[src/rtl/gcd_controller.sv]
`timescale 1ns/1ps
`default_nettype none
// ============================================================================
// Module      : gcd_controller
// Description : Control FSM for a 16-bit subtractive GCD datapath with
//               operand/result valid-ready handshakes and an iteration limit.
// Revision    : 1.0 - initial release
// ============================================================================
module gcd_controller #(
    parameter int CNT_W    = 16,
    parameter int MAX_ITER = 65535
) (
    input  logic             clk,
    input  logic             rst,
    input  logic             op_valid_i,
    output logic             op_ready_o,
    input  logic             gt_i,
    input  logic             lt_i,
    input  logic             eq_i,
    output logic             ldA_o,
    output logic             ldB_o,
    output logic             sel1_o,
    output logic             sel2_o,
    output logic             sel_in_o,
    output logic             res_valid_o,
    input  logic             res_ready_i,
    output logic             err_o,
    output logic             busy_o,
    output logic [CNT_W-1:0] iter_count_o
);

    localparam logic [1:0]       c_IDLE   = 2'd0;
    localparam logic [1:0]       c_WAIT_B = 2'd1;
    localparam logic [1:0]       c_CALC   = 2'd2;
    localparam logic [1:0]       c_DONE   = 2'd3;
    localparam logic [CNT_W-1:0] c_MAX    = CNT_W'(MAX_ITER);

    logic [1:0]       state_q, state_d;
    logic [CNT_W-1:0] cnt_q, cnt_d;
    logic             err_q, err_d;

    always_ff @(posedge clk) begin
        if (rst) begin
            state_q <= c_IDLE;
            cnt_q   <= '0;
            err_q   <= 1'b0;
        end else begin
            state_q <= state_d;
            cnt_q   <= cnt_d;
            err_q   <= err_d;
        end
    end

    always_comb begin
        state_d = state_q;
        cnt_d   = cnt_q;
        err_d   = err_q;
        case (state_q)
            c_IDLE: begin
                if (op_valid_i) begin
                    state_d = c_WAIT_B;
                    cnt_d   = '0;
                    err_d   = 1'b0;
                end
            end
            c_WAIT_B: begin
                if (op_valid_i) state_d = c_CALC;
            end
            c_CALC: begin
                // Limit check sits ahead of the increment so the counter never wraps.
                if (eq_i) begin
                    state_d = c_DONE;
                    err_d   = 1'b0;
                end else if (cnt_q == c_MAX) begin
                    state_d = c_DONE;
                    err_d   = 1'b1;
                end else if (gt_i || lt_i) begin
                    cnt_d   = cnt_q + 1'b1;
                end else begin
                    state_d = c_DONE;
                    err_d   = 1'b1;
                end
            end
            default: begin
                if (res_ready_i) state_d = c_IDLE;
            end
        endcase
    end

    always_comb begin
        op_ready_o  = 1'b0;
        ldA_o       = 1'b0;
        ldB_o       = 1'b0;
        sel1_o      = 1'b1;
        sel2_o      = 1'b0;
        sel_in_o    = 1'b0;
        res_valid_o = 1'b0;
        busy_o      = 1'b0;
        // Reset masks the outputs combinationally so the run aborts in the reset cycle itself.
        if (!rst) begin
            busy_o = (state_q != c_IDLE);
            case (state_q)
                c_IDLE: begin
                    op_ready_o = 1'b1;
                    ldA_o      = op_valid_i;
                end
                c_WAIT_B: begin
                    op_ready_o = 1'b1;
                    ldB_o      = op_valid_i;
                end
                c_CALC: begin
                    if (!eq_i && (cnt_q != c_MAX)) begin
                        if (gt_i) begin
                            sel_in_o = 1'b1;
                            ldA_o    = 1'b1;
                        end else if (lt_i) begin
                            sel1_o   = 1'b0;
                            sel2_o   = 1'b1;
                            sel_in_o = 1'b1;
                            ldB_o    = 1'b1;
                        end
                    end
                end
                default: begin
                    res_valid_o = 1'b1;
                end
            endcase
        end
    end

    assign err_o        = err_q & ~rst;
    assign iter_count_o = rst ? '0 : cnt_q;

endmodule
`default_nettype wire

[config.mk]
export PLATFORM = sky130hd
export DESIGN_NAME = gcd_controller
export DESIGN_NICKNAME = d
export VERILOG_FILES = /design/src/rtl/gcd_controller.sv
export SDC_FILE = /design/constraint.sdc
export NUM_CORES = 1
export LEC_CHECK = 0
export ABC_CLOCK_PERIOD_IN_PS = 2100
export BUFFER_PORTS_ARGS = -buffer_cell sky130_fd_sc_hd__buf_2
export CAP_MARGIN = 0
export CORE_AREA = 2 2 54 56
export CTS_CLUSTER_SIZE = 40
export DETAILED_ROUTE_END_ITERATION = 16
export DIE_AREA = 0 0 56 58
export PLACE_DENSITY_LB_ADDON = 0.15
export SYNTH_ARGS = -nofsm -noshare
export SYNTH_HDL_FRONTEND = slang
export SYNTH_SLANG_ARGS = --single-unit
[constraint.sdc]
create_clock -name clk -period 2.1 [get_ports clk]
set_input_delay 0.42 -clock clk [delete_from_list [all_inputs] [get_ports clk]]
set_output_delay 0.42 -clock clk [all_outputs]
set_load 0.05 [all_outputs]
==> summary by stage <==
Run status
The flow ran to the end, but the final reports show violations. The checks that failed: setup timing.

Clock network
The clock slew at the register clock pins of the worst setup and hold paths is 0.12 ns. The number of clock sinks is 19. The clock tree root driver cell is clkbuf_4.

The CTS H-tree depth is 1. Buffers inserted to repair hold after CTS numbered 0. TritonCTS created 3 clock buffers. The maximum clock insertion buffer count is 2.

The clock latency of the later-clocked register in the worst-skew pair is 0.31 ns. The TritonCTS clock tree is done.

Floorplan
The total number of placement rows is 19. The starting density of the core is 49.9%. The die covers roughly 3200 um^2. The floorplan step defined a core boundary enclosing between 2000 and 3000 um^2. The width of the chip is around 56 um. 32 I/O pins were placed.

From bottom edge to top edge, the die measures between 50 and 60 um.

Synth
Each instance of the synthesized netlist takes up on average 7.38 um^2. For this run, the number of Yosys warnings is 0. When the netlist entered floorplanning its net count stood at 192. After synthesis the cells add up to between 1000 and 1500 um^2.

The number of flops mapped to enable cells by yosys is 0. The fraction of registers with async set/reset is 0%. The most used flip-flop cell after synthesis is dfxtp_1. The distinct cell type count of the synthesized netlist is 40. The cell count after synthesis is between 150 and 200. The fraction of the yosys area taken by sequential cells is between 20% and 30%. The register bit count reported by yosys is 19.

Worst setup path
The worst register-to-register path begins at cnt_q[1]. The element type at the critical path start is a flop. For the worst flop-to-flop path, the logic depth is 9.

The endpoint type of the worst setup path is an output pin. The worst flop-to-flop path endpoint is cnt_q[8]. Of all nets on the critical path, the largest fanout is 5. The setup check on the worst reg-to-reg path leaves a slack of 0.14 ns. At the worst endpoint, the required time is ~1.7 ns.

The worst path arrival time is 1.71 ns. The critical path is of the reg -> out type.

Drt
In the routed layout, each cell is associated on average with a via count of 5.87. Summed over all layers, the routed wires come to slightly below 4000 um. The DRC marker count from the first detailed-route iteration is 94.

The final routed DRC violation total is 0. The routed wire length per instance is around 15 um. The first TritonRoute pass finished after 4 iterations. The post-detailed-route count of antenna-violating nets is 0. The routed via count is approximately 1500.

GRT
The via count of the first global-routing pass is about 1300. The first global-routing pass estimated between 5000 and 6000 um of wire. Entering global routing, the biggest net connects 21 pins.

The total routing usage reported by global routing is a little under a quarter. After global routing the overflow that remains totals 0. The number of antenna violations at the first check in global routing is 0.

Power
The standby leakage power is slightly above 0.7 nW. Overall power consumption after layout is estimated at 0.00129 W. The worst-case IR drop observed on VDD is between 1 and 1.5 mV.

Power spread over the standard cell area amounts to roughly 740 nW/um^2.

STA
After layout, the minimum clock period comes to between 2 and 2.5 ns. The final max-slew violation count is 0. The final-report hold violation count is 0. Setup repair after global routing could not meet its margin everywhere. The portion of the clock cycle consumed by the worst path in the final layout is 102%.

The headroom to the max-slew limit is 56.3%. Between clock sinks in the finished design, the worst skew comes to between 0.006 and 0.007 ns. The slew at the pin closest to its max-slew limit is ~0.65 ns. Setup violations remaining at the end of the flow were counted as 2. In the post-route analysis, the smallest setup slack over all paths is -0.0334 ns. The fmax is roughly 470 MHz. For the final routed database, the setup TNS stands at -0.0380 ns.

Cells and area
After filler insertion, the fill cell instance count of the layout stands at about 260. The core occupancy in the finished layout is 65.4%. The multi-input combinational cells in the finished layout cover a total of approximately 960 um^2. Relative to the synthesized area, the layout overhead comes to 31.1%. The fraction of final layout cells with drive strength greater than 1 is between 30 and 40%.

The final-stage net count is 235. Registers take slightly above 400 um^2. Once layout is complete, the cells apart from fillers number between 200 and 300.

The number of antenna diodes in the final layout is 0.

Placed design
Summed over all nets, the half-perimeter wirelength after detailed placement is 2740 um. Including well taps, the total number of placed cells is between 200 and 250. Routability-driven placement finished with a final weighted congestion of between 0.8 and 0.9. Input and output buffers added on the ports amount to 31.

Worst hold path
The min-delay analysis places its worst path in the category reg -> reg. Counting instances, the worst hold path has a depth of 1. The startpoint identified for the worst hold timing path is cnt_q[10].

The worst hold path terminates at cnt_q[10].

Job
The number of maximum-capacitance constraint violations is 0.
==> power breakdown <==
group	leakage [nW]	switching [W]	internal (W)
Combinational	0.545	0.000450	0.000251
Clock	0.0177	0.000124	0.0000710
Sequential	0.161	0.0000200	0.000377
==> state kept, by name, indices dropped and copies added (netlist names) <==
register,flops
state_q,2
cnt_q,16
err_q,1
==> worst max-delay path by stage <==
| stage | startpoint | end | slack, ns | cells after the start |
|---|---|---|---|---|
| 2_1_floorplan | cnt_q[0] | ldB_o | -0.13 | 5 |
| 3_3_place_gp | cnt_q[1] | state_q[0] | 0.11 | 7 |
| 3_5_place_dp | cnt_q[1] | state_q[1] | 0.08 | 7 |
| 4_1_cts | cnt_q[8] | ldB_o | 0.001 | 6 |
| 5_1_grt | cnt_q[15] | ldB_o | -0.11 | 6 |
| 6_report | cnt_q[15] | ldB_o | -0.03 | 6 |
==> synthesized netlist by cell type (3+ instances only) <==
| cell | instances | area share (%) |
|---|---|---|
| a21oi_1 | 4 | 1.5 |
| a31oi_1 | 3 | 1.4 |
| clkbuf_1 | 3 | 0.85 |
| dfxtp_1 | 19 | 29 |
| ha_1 | 5 | 4.7 |
| inv_1 | 4 | 1.1 |
| mux2i_1 | 3 | 2.3 |
| nand2_1 | 22 | 6.2 |
| nand3_1 | 10 | 3.8 |
| nand4_1 | 5 | 2.4 |
| nor2_1 | 28 | 7.9 |
| nor2b_1 | 22 | 10 |
| nor4_1 | 3 | 1.4 |
| o21ai_0 | 18 | 6.8 |
| o31ai_1 | 3 | 1.7 |
==> metal layers <==
layer / global-route usage (%) / up-vias / share of wire, %
met4: 9.18 / 0 / 3.1
met1: 31.9 / 691 / 43
met3: 2.23 / 15 / 5.5
met5: 0 / - / 0
li1: - / 719 / -
met2: 37.5 / 60 / 48
==> critical path, cell delays in order, from the launching register on <==
cell and delay, ns:
dfxtp_2 0.40, nand4_4 0.15, nor4_2 0.30, buf_4 0.18, nor2_4 0.04, o21a_1 0.18
buf_6 0.15
==> cell type report <==
class                      instances  share of cell area, %
clock inverter                     1                  0.287
timing repair buffer              45                   16.9
multi-input combinational        150                   55.2
clock buffer                       3                   1.29
tap                               31                   2.23
sequential                        19                   23.3
inverter                           4                  0.862
==> layout by cell type, fill, tap and decap left out, types with 3 or more instances in the layout <==
cell	count
dfxtp_2	8
nor2_1	27
mux2i_1	3
a31oi_1	3
buf_2	27
clkbuf_4	4
nand3_1	9
buf_4	13
inv_1	4
ha_1	4
dfxtp_4	4
o21ai_0	18
buf_6	3
nor4_2	3
nand2_1	21
a21oi_1	3
dfxtp_1	7
nor2b_1	22
nand4_1	5
==> stage by stage <==
stage | worst slack [ns] | area, um^2 | hold WS, ns
2_1_floorplan | -0.134 | 1350 | 0.461
3_3_place_gp | 0.113 | 1600 | 0.493
3_5_place_dp | 0.0807 | 1600 | 0.513
4_1_cts | 0.000998 | 1700 | 0.489
5_1_grt | -0.115 | 1740 | 0.507
6_report | -0.0334 | 1740 | 0.498
==> cells by family (layout without fill, tap and decap cells) <==
family,after synthesis,count (layout),synth area share (%)
adders and majority gates,5,5,4.71
DFF,19,19,28.6
buffers and inverters,11,53,3.86
AOI/OAI and AO/OA,38,38,17.9
and+or+nand+nor,104,104,42.7
muxes,3,3,2.26
==> what timing repair did <==
action                     CTS  global route
resized for setup           23             9
setup endpoints to repair    5             8
pin swaps                    2             2
setup buffers                1             2
Note: power is estimated with default switching activity, not from simulation.
